--- src/rtl/edabk_transmitter_ctrl_dp.sv ---
`timescale 1ns/1ps
// UART transmitter: FSM, bit-period counter and shift datapath in one block.
// Frames are start, DATA_WIDTH bits LSB first, optional parity, then 1 or 2 stop bits.
module edabk_transmitter_ctrl_dp #(
  parameter int CLK_DIV     = 16,
  parameter int DATA_WIDTH  = 8,
  parameter int COUNT_WIDTH = $clog2(CLK_DIV),
  parameter int BIT_WIDTH   = $clog2(DATA_WIDTH)
) (
  input  logic                  bclk,
  input  logic                  reset,
  input  logic [DATA_WIDTH-1:0] tx_data,
  input  logic                  tx_valid,
  output logic                  tx_ready,
  input  logic [1:0]            parity_mode,
  input  logic                  stop2,
  output logic                  tx_out,
  output logic                  busy,
  output logic                  frame_done
);

  typedef enum logic [2:0] {IDLE, START, DATA, PARITY, STOP1, STOP2} state_t;

  localparam logic [COUNT_WIDTH-1:0] LAST_COUNT = COUNT_WIDTH'(CLK_DIV - 1);
  localparam logic [COUNT_WIDTH-1:0] NEAR_COUNT = COUNT_WIDTH'(CLK_DIV - 2);
  localparam logic [BIT_WIDTH-1:0]   LAST_BIT   = BIT_WIDTH'(DATA_WIDTH - 1);

  state_t                  state, state_nxt;
  logic [COUNT_WIDTH-1:0]  count, count_nxt;
  logic [BIT_WIDTH-1:0]    bit_idx, bit_nxt;
  logic [DATA_WIDTH-1:0]   shift_reg, shift_nxt;
  logic                    parity_bit, parity_en, stop2_q;
  logic                    tx_out_nxt, tx_ready_nxt;
  logic                    accept, wrap, final_stop;

  assign accept     = tx_valid & tx_ready;
  assign wrap       = (count == LAST_COUNT);
  assign final_stop = (state == STOP2) || ((state == STOP1) && !stop2_q);

  always_ff @(posedge bclk or posedge reset) begin
    if (reset) state <= IDLE;
    else       state <= state_nxt;
  end

  always_comb begin
    state_nxt = state;
    case (state)
      IDLE:    if (accept) state_nxt = START;
      START:   if (wrap) state_nxt = DATA;
      DATA:    if (wrap && (bit_idx == LAST_BIT)) state_nxt = parity_en ? PARITY : STOP1;
      PARITY:  if (wrap) state_nxt = STOP1;
      STOP1:   if (wrap) state_nxt = stop2_q ? STOP2 : (accept ? START : IDLE);
      STOP2:   if (wrap) state_nxt = accept ? START : IDLE;
      default: state_nxt = IDLE;
    endcase
  end

  // tx_out and tx_ready are registered, so they are decoded from the upcoming state
  always_comb begin
    count_nxt = count;
    bit_nxt   = bit_idx;
    shift_nxt = shift_reg;
    if (accept) begin
      count_nxt = '0;
      bit_nxt   = '0;
      shift_nxt = tx_data;
    end else if (state != IDLE) begin
      count_nxt = wrap ? '0 : count + 1'b1;
      if ((state == DATA) && wrap) begin
        shift_nxt = {1'b1, shift_reg[DATA_WIDTH-1:1]};
        bit_nxt   = (bit_idx == LAST_BIT) ? '0 : bit_idx + 1'b1;
      end
    end

    case (state_nxt)
      START:   tx_out_nxt = 1'b0;
      DATA:    tx_out_nxt = shift_nxt[0];
      PARITY:  tx_out_nxt = parity_bit;
      default: tx_out_nxt = 1'b1;
    endcase

    // Ready is raised one cycle early so it coincides with the frame_done cycle
    tx_ready_nxt = (state_nxt == IDLE) || (final_stop && (count == NEAR_COUNT));
    busy         = (state != IDLE);
    frame_done   = final_stop && wrap;
  end

  always_ff @(posedge bclk or posedge reset) begin
    if (reset) begin
      count      <= '0;
      bit_idx    <= '0;
      shift_reg  <= '1;
      parity_bit <= 1'b0;
      parity_en  <= 1'b0;
      stop2_q    <= 1'b0;
      tx_out     <= 1'b1;
      tx_ready   <= 1'b0;
    end else begin
      count     <= count_nxt;
      bit_idx   <= bit_nxt;
      shift_reg <= shift_nxt;
      tx_out    <= tx_out_nxt;
      tx_ready  <= tx_ready_nxt;
      if (accept) begin
        parity_bit <= (^tx_data) ^ (parity_mode == 2'b10);
        parity_en  <= (parity_mode == 2'b01) || (parity_mode == 2'b10);
        stop2_q    <= stop2;
      end
    end
  end

endmodule

--- config.mk ---
export PLATFORM = sky130hd
export DESIGN_NAME = edabk_transmitter_ctrl_dp
export DESIGN_NICKNAME = d
export VERILOG_FILES = /design/src/rtl/edabk_transmitter_ctrl_dp.sv
export SDC_FILE = /design/constraint.sdc
export NUM_CORES = 1
export LEC_CHECK = 0
export BUFFER_PORTS_ARGS = -buffer_cell sky130_fd_sc_hd__buf_2
export CAP_MARGIN = 5
export CORE_UTILIZATION = 30
export CTS_BUF_LIST = sky130_fd_sc_hd__clkbuf_16
export DETAILED_ROUTE_END_ITERATION = 16
export PLACE_DENSITY = 0.57
export SLEW_MARGIN = 20
export SYNTH_ARGS = -nofsm -noshare
export SYNTH_HDL_FRONTEND = slang
export SYNTH_SLANG_ARGS = --single-unit
--- constraint.sdc ---
create_clock -name bclk -period 5 [get_ports bclk]
set_clock_uncertainty 0.15 [all_clocks]
set_input_delay 0.75 -clock bclk [delete_from_list [all_inputs] [get_ports bclk]]
set_output_delay 0.75 -clock bclk [all_outputs]
set_load 0.01 [all_outputs]
# Yosys cells after proc, flatten, opt, wreduce, memory -nomap -nowiden
# Index checks and enable logic that the tools add are counted.
dict set report op_classes {
  addsub 2
  multipliers 0
  n_div 0
  n_lt_le_gt_ge 0
  eq_ne 13
  shift 0
  mux 21
  bitwise_logic 2
  reduce_logical 16
}
# operator n
set op_table {}
lappend op_table {{$mux 3} 12}
lappend op_table {{$mux 8} 3}
lappend op_table {{$pmux 3 s6} 1}
lappend op_table {{$eq 3x2->1 const B} 4}
lappend op_table {{$mux 4} 3}
lappend op_table {{$eq 3x3->1 const B} 3}
lappend op_table {{$eq 4x4->1 const B} 2}
lappend op_table {{$reduce_xor 8->1} 1}
lappend op_table {{$eq 3x1->1 const B} 2}
lappend op_table {{$logic_not 3->1} 2}
lappend op_table {{$logic_and 1x1->1} 5}
lappend op_table {{$add 4x1->4 const B} 1}
lappend op_table {{$reduce_bool 2->1} 2}
lappend op_table {{$add 3x1->3 const B} 1}
lappend op_table {{$logic_or 1x1->1} 3}
lappend op_table {{$pmux 1 s3} 1}
lappend op_table {{$reduce_bool 3->1} 1}
lappend op_table {{$eq 2x1->1 const B} 1}
lappend op_table {{$eq 2x2->1 const B} 1}
lappend op_table {{$reduce_and 2->1} 1}
lappend op_table {{$and 1x1->1} 1}
lappend op_table {{$logic_not 1->1} 1}
lappend op_table {{$mux 1} 1}
lappend op_table {{$xor 1x1->1} 1}
dict set report word_totals {
  regBits 23
  latch_bits 0
  ramBits 0
  romBits 0
  in_bits 14
  out_inout_bits 4
  elab_cells 64
  memories 0
}

# Depth between registers and ports, before layout
dict set report depth {
  ltp_word 7
  depth_mapped 8
  mapped_depth_nobuf 7
}

# Worst setup path after synthesis
# Ideal clock, no wire load.
dict set report synth_path {
  path_kind {input to register}
  startpoint {input port tx_valid}
  endpoint {register tx_out}
  setup_time_ns 0.083
  arrival_time_ns 1.755
  t_required_ns 4.767
  setup_slack_ns 3.013
  cell_stages 5
  path_buffers 0
  cell_sequence {nand2_1 nor4_1 or4_4 a31oi_1 o21ai_1}
}
dict set report synth_via {
  elab_chain_len 7
  word_cells_on_any_way 12
  cone_classes {eq/ne (3); mux (8); bitwise (1)}
}
# element line
set synth_rtl {}
lappend synth_rtl {{start: declaration} 13} ;# input logic tx_valid,
lappend synth_rtl {{$and 1x1->1 *} 36} ;# assign accept = tx_valid & tx_ready;
lappend synth_rtl {{$mux 1} {52, 53}}
lappend synth_rtl {{$mux 3 (2 in a row)} 52} ;# STOP1: if (wrap) state_nxt = stop2_q ? STOP2 : (accept ? START : IDLE);
lappend synth_rtl {{$pmux 3 s6 *} 47} ;# case (state)
lappend synth_rtl {{net state_nxt[0]} 28} ;# state_t state, state_nxt;
lappend synth_rtl {{$eq 3x2->1 / $eq 3x1->1 (equally long branches)} 75} ;# case (state_nxt)
lappend synth_rtl {{$pmux 1 s3 *} 75}
lappend synth_rtl {{net tx_out_nxt} 33} ;# logic tx_out_nxt, tx_ready_nxt;
lappend synth_rtl {{end signal: assignment} 102} ;# tx_out <= tx_out_nxt;
lappend synth_rtl {{end: declaration} 17} ;# output logic tx_out,
# The timed path passes the listed nets; every way through them passes the cells marked *.
# A chain may end at the register's enable or synchronous reset.

# Worst setup path in the final report
dict set report layout_path {
  startpoint {register state[2]}
  endpoint {output port busy}
}
dict set report layout_via {
  elab_chain_len 1
}
# element line
set layout_rtl {}
lappend layout_rtl {{start: declaration} 28}
lappend layout_rtl {{start signal: assignment} 42} ;# else state <= state_nxt;
lappend layout_rtl {{$reduce_bool 3->1} 84} ;# busy = (state != IDLE);
lappend layout_rtl {{end: declaration} 18} ;# output logic busy,
# Every way passes these cells.

==> results.ini <==
[status]
status=finished, final reports clean

[sta]
period_minus_slack_ns=2.32
rsz0062_at_grt=no
finalHoldViolCount=0
setup_ws_ns=2.68
setup_violations=0
drv_slew=0
fin_setup_tns_ns=0
finalCritPeriodShare_pct=46.4
relSlewSlack_pct=42.7
fmax_ghz=0.431
worstMarginPinSlew_ns=0.858

[synth]
async_flop_share_pct=100
synth.area.mux_share_pct=6.39
yosysMostFrequentCell=nand2_1
synth_top_family_by_area=simple AND/OR/NAND/NOR gates
synthSimpleGateAreaFrac_pct=19.6
synthTopCellsByCount=nand2_1, dfrtp_1, nor2_1
postSynthCellCount=130
synth-seq-area-share_pct=46.9
synth-xor-area-share_pct=6.29
synth_compound_gate_area_share_pct=12.1
synth_flop_cell=dfrtp_1
synth_area_sq_um=1250
yosys_warnings=0
synth.area.top_cells=dfrtp_1, dfstp_2, mux2i_1
synth_edf_count=0
syn_avg_cell_area_sq_um=9.63
yosys.area.top_type=dfrtp_1
synth-seq-cells=23
synth_fp_nets=149
ys_types=34
synth_fa_ha_area_share_pct=5.00
synth_top_cell_area_share_pct=28.0

[clock_network]
cts_max_path_buffers=2
htree_levels=1
cts_hold_buf=0
clkLatencyLatePin_ns=0.26
clk_pin_slew_ns=0.06
cts_sinks=23
cts_tree=built
root_buffer=clkbuf_16
post_cts_resized=0
cts_setup_buffers=0
numCtsBuffers=3

[setup_path]
crit_type=reg2out
path_max_fanout=8
r2r_cells=6
slowest_delay_ns=0.52
start_kind=register
crit_chain=or3_1 -> buf_2
critPathBufInv=1
path_delay_family=simple AND/OR/NAND/NOR gates
cp-end-kind=output port
cp_slowest_cell=or3_1
cp.arrival_ns=1.42
crit_cells=2
required_ns=4.10

[die]
start_util_pct=31.3
fp.dieH_um=66.6
ios=18
core_area_sq_um=4000
dieArea_sq_um=4440
die_x_um=66.6
rows=23

[grt]
grt-ovfl-total=0
grt_pass1_vias=943
grt_use_total_pct=12.2
grt_pass1_wl_um=4100
antenna_found_initial=0
grt_max_degree=24

[power]
cellPowerDensity_nw_per_um2=549
ir_drop_uv=175
power.leakage_uw=0.000683
finalPower_uw=792

[flow_run]
drv_cap=0

[place]
hpwl_um=1690
dp_slack_ns=2.81
place_congestion=0.809
port_buffers=17

[worst_hold_path]
whs_path_depth=2
min_path_type=reg2reg

[detailed_routing]
drt_iter0_markers=17
wl_per_cell_um=11.7
drc=0
num_vias=930
totalWireLength_um=2280
via_per_inst=4.79
final_antenna_net_count=0
drt-pass1-iter-count=4

[finish]
largest_reg_flops=8
diodes=0
drive_above_1_share_pct=21.5
area_growth_pct=15.3
finalNetCount=164
fillCellCount=404

[final cells by class]
| type | instances | area [sq um] | area share, % |
|---|---|---|---|
| multi-input cells | 97 | 618 | 42.8 |
| flip-flops and latches | 23 | 587 | 40.6 |
| repair buffers | 17 | 85.1 | 5.89 |
| clock buffers | 3 | 75.1 | 5.20 |
| well taps | 50 | 62.6 | 4.33 |
| inverters | 3 | 11.3 | 0.780 |
| clock inverters | 1 | 5.00 | 0.347 |
[tightest hold or removal path: stages, from the launching register on]
cell	delay [ns]
dfrtp_1	0.38
nand2_1	0.05
o21ai_0	0.06
[per-layer routing]
layer	wire length [um]	GRT usage [%]	up-vias	share of wire, %
met2	1100	20.6	14	48
met3	63	1.20	5	2.8
li1	-	-	481	-
met1	1070	15.4	430	47
met5	0	0	-	0
met4	44	5.59	0	1.9
[kinds of logic after synthesis]
group           count (synthesis)
compound gates                 24
fa+ha+maj                       5
flops                          23
simple gates                   51
xor+xnor                        9
mux                             8
buf+inv                        10
[through the flow]
stage               hold slack (ns)  area, sq um  instances  utilization, %
floorplan                     0.305         1250        130               -
global placement              0.341         1360        190            34.1
detailed placement            0.352         1360        190            34.1
CTS                           0.370         1440        194            36.1
global route                  0.384         1440        194            36.1
finish                        0.374         1440        194            36.1
[final timing paths]
check | end | slack, ns | from
max in group asynchronous | count[2]$_DFFE_PP0P_ | 3.66 | reset
min reg2reg | parity_en$_DFFE_PP0P_ | 0.37 | parity_en$_DFFE_PP0P_
max | busy | 2.68 | state[2]$_DFF_PP0_
max reg2reg | bit_idx[0]$_DFFE_PP0P_ | 2.93 | count[1]$_DFFE_PP0P_
min | parity_en$_DFFE_PP0P_ | 0.37 | parity_en$_DFFE_PP0P_
min in group asynchronous | stop2_q$_DFFE_PP0P_ | 0.51 | reset
[power by group]
group / switching, uW / internal [uW] / leakage, uW
clock: 64.9 / 108 / 0.0000409
combinational: 138 / 119 / 0.000370
sequential: 69.7 / 293 / 0.000272
[placed cells by master (no fill, tap or decap), types with 2 or more instances in the layout]
cell       count
nand2_1       17
buf_2         17
dfrtp_1       14
nor2_1        12
dfstp_2        9
mux2i_1        8
o21ai_1        8
xnor2_1        7
ha_1           5
nand3_1        4
nor2b_1        4
inv_1          3
nand2b_1       3
a31oi_1        3
clkbuf_16      3
and2_1         2
a311oi_1       2
nor3_1         2
a21oi_1        2
xor2_1         2
o21ai_0        2
o31ai_1        2
nor4_1         2
Power figures use the tool's default switching activity.
